==> src/rtl/alu_pkg.sv <==
// Shared types and constants for the ALU issue stage.
// Latency: n/a (declarations only).
// Backpressure: n/a.
package alu_pkg;

  localparam int WIDTH = 16;
  localparam int NREGS = 8;
  localparam int AW    = $clog2(NREGS);

  // ALU opcode encodings; values 8..15 are not decoded by the issue stage.
  localparam logic [3:0] ADD = 4'd0;
  localparam logic [3:0] SUB = 4'd1;
  localparam logic [3:0] AND = 4'd2;
  localparam logic [3:0] OR  = 4'd3;
  localparam logic [3:0] SLT = 4'd4;
  localparam logic [3:0] SGT = 4'd5;
  localparam logic [3:0] SNE = 4'd6;
  localparam logic [3:0] MAX = 4'd7;

  typedef logic [AW-1:0] reg_addr_t;

  // Contents of the EX pipeline register; its fields drive the ALU directly.
  typedef struct packed {
    logic             valid;
    logic [3:0]       opcode;
    reg_addr_t        rd;
    logic [WIDTH-1:0] op1;
    logic [WIDTH-1:0] op2;
    logic [4:0]       shamt;
  } ex_stage_t;

endpackage

==> src/rtl/alu_regfile.sv <==
// Register file: NREGS x WIDTH, two combinational read ports, one write port, r0 reads 0.
// Latency: reads combinational; a write at edge t is visible in the following cycle.
// Backpressure: none; the write enable is qualified by the caller.
//
// Ports:
//   clk, rst_n        clock, synchronous active-low reset (clears all entries)
//   i_raddr1/o_rdata1 read port 1
//   i_raddr2/o_rdata2 read port 2
//   i_we/i_waddr/i_wdata write port; writes to address 0 are dropped
module alu_regfile
  import alu_pkg::*;
#(
  parameter int WIDTH = alu_pkg::WIDTH,
  parameter int NREGS = alu_pkg::NREGS,
  localparam int AW   = $clog2(NREGS)
) (
  input  logic             clk,
  input  logic             rst_n,
  input  logic [AW-1:0]    i_raddr1,
  output logic [WIDTH-1:0] o_rdata1,
  input  logic [AW-1:0]    i_raddr2,
  output logic [WIDTH-1:0] o_rdata2,
  input  logic             i_we,
  input  logic [AW-1:0]    i_waddr,
  input  logic [WIDTH-1:0] i_wdata
);

  logic [WIDTH-1:0] r_mem [NREGS];

  always_ff @(posedge clk) begin
    if (!rst_n) begin
      for (int i = 0; i < NREGS; i++) begin
        r_mem[i] <= '0;
      end
    end else if (i_we && (i_waddr != '0)) begin
      r_mem[i_waddr] <= i_wdata;
    end
  end

  // r0 is forced to zero on read as well, so it never depends on storage.
  assign o_rdata1 = (i_raddr1 == '0) ? '0 : r_mem[i_raddr1];
  assign o_rdata2 = (i_raddr2 == '0) ? '0 : r_mem[i_raddr2];

endmodule

==> src/rtl/alu_issue_stage.sv <==
// Operand fetch + writeback around an external combinational ALU, with result bypass.
// Latency: accept at edge t, ALU inputs valid t..t+1, commit at edge t+1; one instr/cycle.
// Backpressure: in_ready = !ex_valid || out_ready; a stalled EX holds all outputs stable.
//
// Ports:
//   clk, rst_n                 clock, synchronous active-low reset
//   in_valid/in_ready          instruction handshake; in_opcode/in_rd/in_rs1/in_rs2/in_shamt
//   alu_opcode/input1/input2/shiftValue   driven from the EX register
//   alu_result/alu_carryFlag   combinational ALU response
//   out_valid/out_ready        writeback handshake; out_rd/out_result/out_carry
//   carry_sticky               OR of committed carries since reset
module alu_issue_stage
  import alu_pkg::*;
#(
  parameter int WIDTH = alu_pkg::WIDTH,
  parameter int NREGS = alu_pkg::NREGS,
  localparam int AW   = $clog2(NREGS)
) (
  input  logic             clk,
  input  logic             rst_n,
  input  logic             in_valid,
  output logic             in_ready,
  input  logic [3:0]       in_opcode,
  input  logic [AW-1:0]    in_rd,
  input  logic [AW-1:0]    in_rs1,
  input  logic [AW-1:0]    in_rs2,
  input  logic [4:0]       in_shamt,
  output logic [3:0]       alu_opcode,
  output logic [WIDTH-1:0] alu_input1,
  output logic [WIDTH-1:0] alu_input2,
  output logic [4:0]       alu_shiftValue,
  input  logic [WIDTH-1:0] alu_result,
  input  logic             alu_carryFlag,
  output logic             out_valid,
  input  logic             out_ready,
  output logic [AW-1:0]    out_rd,
  output logic [WIDTH-1:0] out_result,
  output logic             out_carry,
  output logic             carry_sticky
);

  ex_stage_t        r_ex;
  logic             r_carry_sticky;

  logic             w_accept;
  logic             w_commit;
  logic             w_rf_we;
  logic [WIDTH-1:0] w_rf_rdata1;
  logic [WIDTH-1:0] w_rf_rdata2;
  logic [WIDTH-1:0] w_op1;
  logic [WIDTH-1:0] w_op2;

  assign in_ready = !r_ex.valid || out_ready;
  assign w_accept = in_valid && in_ready;
  assign w_commit = r_ex.valid && out_ready;
  assign w_rf_we  = w_commit && (r_ex.rd != '0);

  alu_regfile #(
    .WIDTH (WIDTH),
    .NREGS (NREGS)
  ) u_regfile (
    .clk      (clk),
    .rst_n    (rst_n),
    .i_raddr1 (in_rs1),
    .o_rdata1 (w_rf_rdata1),
    .i_raddr2 (in_rs2),
    .o_rdata2 (w_rf_rdata2),
    .i_we     (w_rf_we),
    .i_waddr  (r_ex.rd),
    .i_wdata  (alu_result)
  );

  // Bypass: the instruction in EX commits at the same edge the new one is
  // accepted, so its result is the architecturally current value of ex_rd.
  always_comb begin
    w_op1 = '0;
    if (in_rs1 != '0) begin
      if (r_ex.valid && (r_ex.rd != '0) && (in_rs1 == r_ex.rd)) begin
        w_op1 = alu_result;
      end else begin
        w_op1 = w_rf_rdata1;
      end
    end
  end

  always_comb begin
    w_op2 = '0;
    if (in_rs2 != '0) begin
      if (r_ex.valid && (r_ex.rd != '0) && (in_rs2 == r_ex.rd)) begin
        w_op2 = alu_result;
      end else begin
        w_op2 = w_rf_rdata2;
      end
    end
  end

  // Only valid is cleared on commit; the other fields hold their last values.
  always_ff @(posedge clk) begin
    if (!rst_n) begin
      r_ex <= '0;
    end else if (w_accept) begin
      r_ex.valid  <= 1'b1;
      r_ex.opcode <= in_opcode;
      r_ex.rd     <= in_rd;
      r_ex.op1    <= w_op1;
      r_ex.op2    <= w_op2;
      r_ex.shamt  <= in_shamt;
    end else if (w_commit) begin
      r_ex.valid  <= 1'b0;
    end
  end

  // Commits to r0 still contribute their carry.
  always_ff @(posedge clk) begin
    if (!rst_n) begin
      r_carry_sticky <= 1'b0;
    end else if (w_commit) begin
      r_carry_sticky <= r_carry_sticky | alu_carryFlag;
    end
  end

  assign alu_opcode     = r_ex.opcode;
  assign alu_input1     = r_ex.op1;
  assign alu_input2     = r_ex.op2;
  assign alu_shiftValue = r_ex.shamt;

  assign out_valid    = r_ex.valid;
  assign out_rd       = r_ex.rd;
  assign out_result   = alu_result;
  assign out_carry    = alu_carryFlag;
  assign carry_sticky = r_carry_sticky;

endmodule
==> config.mk <==
export PLATFORM = sky130hd
export DESIGN_NAME = alu_issue_stage
export DESIGN_NICKNAME = d
export VERILOG_FILES = /design/src/rtl/alu_pkg.sv /design/src/rtl/alu_regfile.sv /design/src/rtl/alu_issue_stage.sv
export SDC_FILE = /design/constraint.sdc
export NUM_CORES = 1
export LEC_CHECK = 0
export BUFFER_PORTS_ARGS = -buffer_cell sky130_fd_sc_hd__buf_4
export CORE_ASPECT_RATIO = 1.2
export CORE_MARGIN = 8
export CORE_UTILIZATION = 60
export CTS_BUF_LIST = sky130_fd_sc_hd__clkbuf_8
export DETAILED_ROUTE_END_ITERATION = 10
export PLACE_DENSITY = 0.82
export SLEW_MARGIN = 20
export SYNTH_ARGS = -nofsm -noshare
export SYNTH_HDL_FRONTEND = slang
export SYNTH_HIERARCHICAL = 1
export SYNTH_SLANG_ARGS = --single-unit
==> constraint.sdc <==
create_clock -name clk -period 3.68 [get_ports clk]
set_input_delay 0.736 -clock clk [delete_from_list [all_inputs] [get_ports clk]]
set_output_delay 0.736 -clock clk [all_outputs]
set_load 0.02 [all_outputs]
==> metrics.yaml <==
synthesis:
  ys_warn_count: 6
  synth_cell_type_count: 45
  synth_ff_type: "edfxtp_1"
  async_flop_share_pct: 0
  synth_top_area_share_pct: 37.1
  netlist_area_mm2: 0.00906
  synth_area_leaders: "edfxtp_1 (37%), dfxtp_1 (10%), and2_1 (7.9%), mux2i_1 (5.3%), a221oi_2 (5.3%)"
  synth.net_count: 791
  synth_area_per_cell_um2: 12.1
  synth_top_area_cell: "edfxtp_1"
  synth_seq_cells: 158
  synth_edf_count: 112
  synth_cells: 752
  yosysSeqAreaShare_pct: 47.3
clocking:
  clock_latency_ps: 460
  cts_hold_buf: 0
  cts_buffers: 17
  clkSinkCount: 158
  postCtsSetupBuffers: 0
  cts_resized: 0
  cts_tree: "yes"
  htree_levels: 4
  cts.path.max_buffers: 2
  clk_pin_slew_ps: 90
  cts_root_buf: "clkbuf_8"
drt:
  routed_wl_mm: 26.0
  wl_per_cell_um: 25.3
  antenna_left: 0
  dr.pass1.iters: 6
  drc: 0
  routed_via_density: 6.56
  drtIter0Drc: 729
  vias: 6768
pwr:
  power_density_mw_per_mm2: 396
  power_leakage_nw: 3.95
  irDropWorstVdd_v: 0.000232
sta:
  skew_ps: 10.3
  fmax_mhz: 378
  finalCriticalPeriod_ps: 2650
  tns_ps: 0
  tightest_slew_ps: 880
  slew_violations: 0
  maxSlewHeadroom_pct: 41.3
  rsz0062_at_grt: "no"
  setup_violations: 0
  min_period_over_period_pct: 71.9
  finalHoldViolCount: 0
layout:
  syn_to_final_growth_pct: 11.3
  finish.net_count: 853
  layout_common_cells: "buf_4 (125), and2_1 (115), edfxtp_1 (112)"
  drive_gt1_share_pct: 33.0
  multiInputGateArea_mm2: 0.00416
  seq_area_mm2: 0.00428
  fill_cells: 1103
  n_antenna_cell: 0
  mostFrequentLayoutCell: "buf_4"
  finalCoreUtilization_pct: 67.7
floorplan:
  start_util_pct: 60.8
  rows: 49
  io_pins: 103
  fp.dieW_um: 128
  core_mm2: 0.0149
  dieArea_mm2: 0.0193
  die_h_um: 151
placed_design:
  dp_hpwl_mm: 17.3
  gp_congestion: 0.859
  port_buffers: 102
status:
  status: "finished clean"
setup_path:
  end_kind: "flip-flop"
  start_kind: "flip-flop"
  required_ps: 3820
  cp_max_fo: 17
  crit_arrival_ps: 2780
  criticalPathCategory: "reg2reg"
run:
  drv_cap: 0
global_route:
  first_global_vias: 7144
  grt_pass1_wl_mm: 39.3
  grt_max_degree: 43
  grt_usage_pct: 27.2
  antenna_found_initial: 0
  overflow: 0
worst_hold_path:
  hp-class: "reg2reg"
==> stage by stage <==
step / worst slack (ps) / area, um2 / total power [mW] / cells / hold WS, ps
6_report: 1030 / 10100 / 4.00 / 1031 / 459
5_1_grt: 949 / 10100 / 4.11 / 1031 / 492
4_1_cts: 1090 / 10100 / 4.00 / 1031 / 462
3_5_place_dp: 953 / 9670 / 2.67 / 999 / 449
3_3_place_gp: 1060 / 9670 / 2.65 / 999 / 445
2_1_floorplan: 903 / 9060 / 2.45 / 752 / 533
==> synthesized netlist by cell type, drive strengths merged, types with 3 or more instances <==
master and count:
xnor2 4, and2 115, nor2 8, nand2b 5, edfxtp 112, mux2i 48, o21ai 6, a21oi 15
nand2 93, a211oi 18, clkbuf 22, nor2b 20, inv 3, buf 61, a221oi 46, mux2 32
nor3 3, a311oi 16, o211ai 32, o2111ai 32, dfxtp 46
==> flip-flops by register name, indices dropped and copies added, names as in the netlist <==
signal           flops
alu_opcode           4
out_valid            1
alu_input2          16
alu_input1          16
u_regfile/r_mem    112
out_rd               3
carry_sticky         1
alu_shiftValue       5
==> final cells by class <==
cell class / count / area share, %
Inverter: 4 / 0.149
Sequential cell: 158 / 42.5
Clock inverter: 13 / 1.59
Timing Repair Buffer: 126 / 9.50
Clock buffer: 19 / 2.59
Tap cell: 204 / 2.53
Multi-Input combinational cell: 507 / 41.2
==> per-layer routing <==
metal	global-route usage (%)	up-vias	wire (um)
met1	30.3	3315	9650
met5	0	-	0
li1	-	2949	-
met2	45.8	416	12800
met4	17.3	0	1540
met3	6.63	88	2050
==> cells by family (layout without fill, tap and decap cells) <==
group	count (synthesis)	after routing	synth area share [%]
muxes	80	80	10.4
buffers and inverters	87	162	7.10
xor gates and xnor gates	4	4	0.387
and+or+nand+nor	252	252	15.4
DFF	158	158	47.3
AOI/OAI and AO/OA	171	171	19.4
==> worst max-delay path, stage by stage (launching register included) <==
cell and delay [ps]:
dfxtp_1 690, o311a_2 310, nand3_4 140, nor3_4 690, nand2b_1 200, buf_4 290
==> power by group <==
| group | internal [mW] | leakage [nW] | switching (mW) |
|---|---|---|---|
| Clock | 0.709 | 0.221 | 0.652 |
| Sequential | 1.97 | 1.54 | 0.0586 |
| Combinational | 0.237 | 2.19 | 0.373 |
| Total | 2.92 | 3.95 | 1.08 |
==> final timing paths <==
kind	from	to	slack, ps	cells after the start
hold / removal	alu_shiftValue[4]	alu_shiftValue[4]	460	2
setup reg to reg	out_rd[2]	u_regfile/r_mem[2][7]	1030	5
setup / recovery	out_rd[2]	u_regfile/r_mem[2][7]	1030	5
hold reg to reg	alu_shiftValue[4]	alu_shiftValue[4]	460	2
No activity file was read; power rests on OpenSTA's default activity.
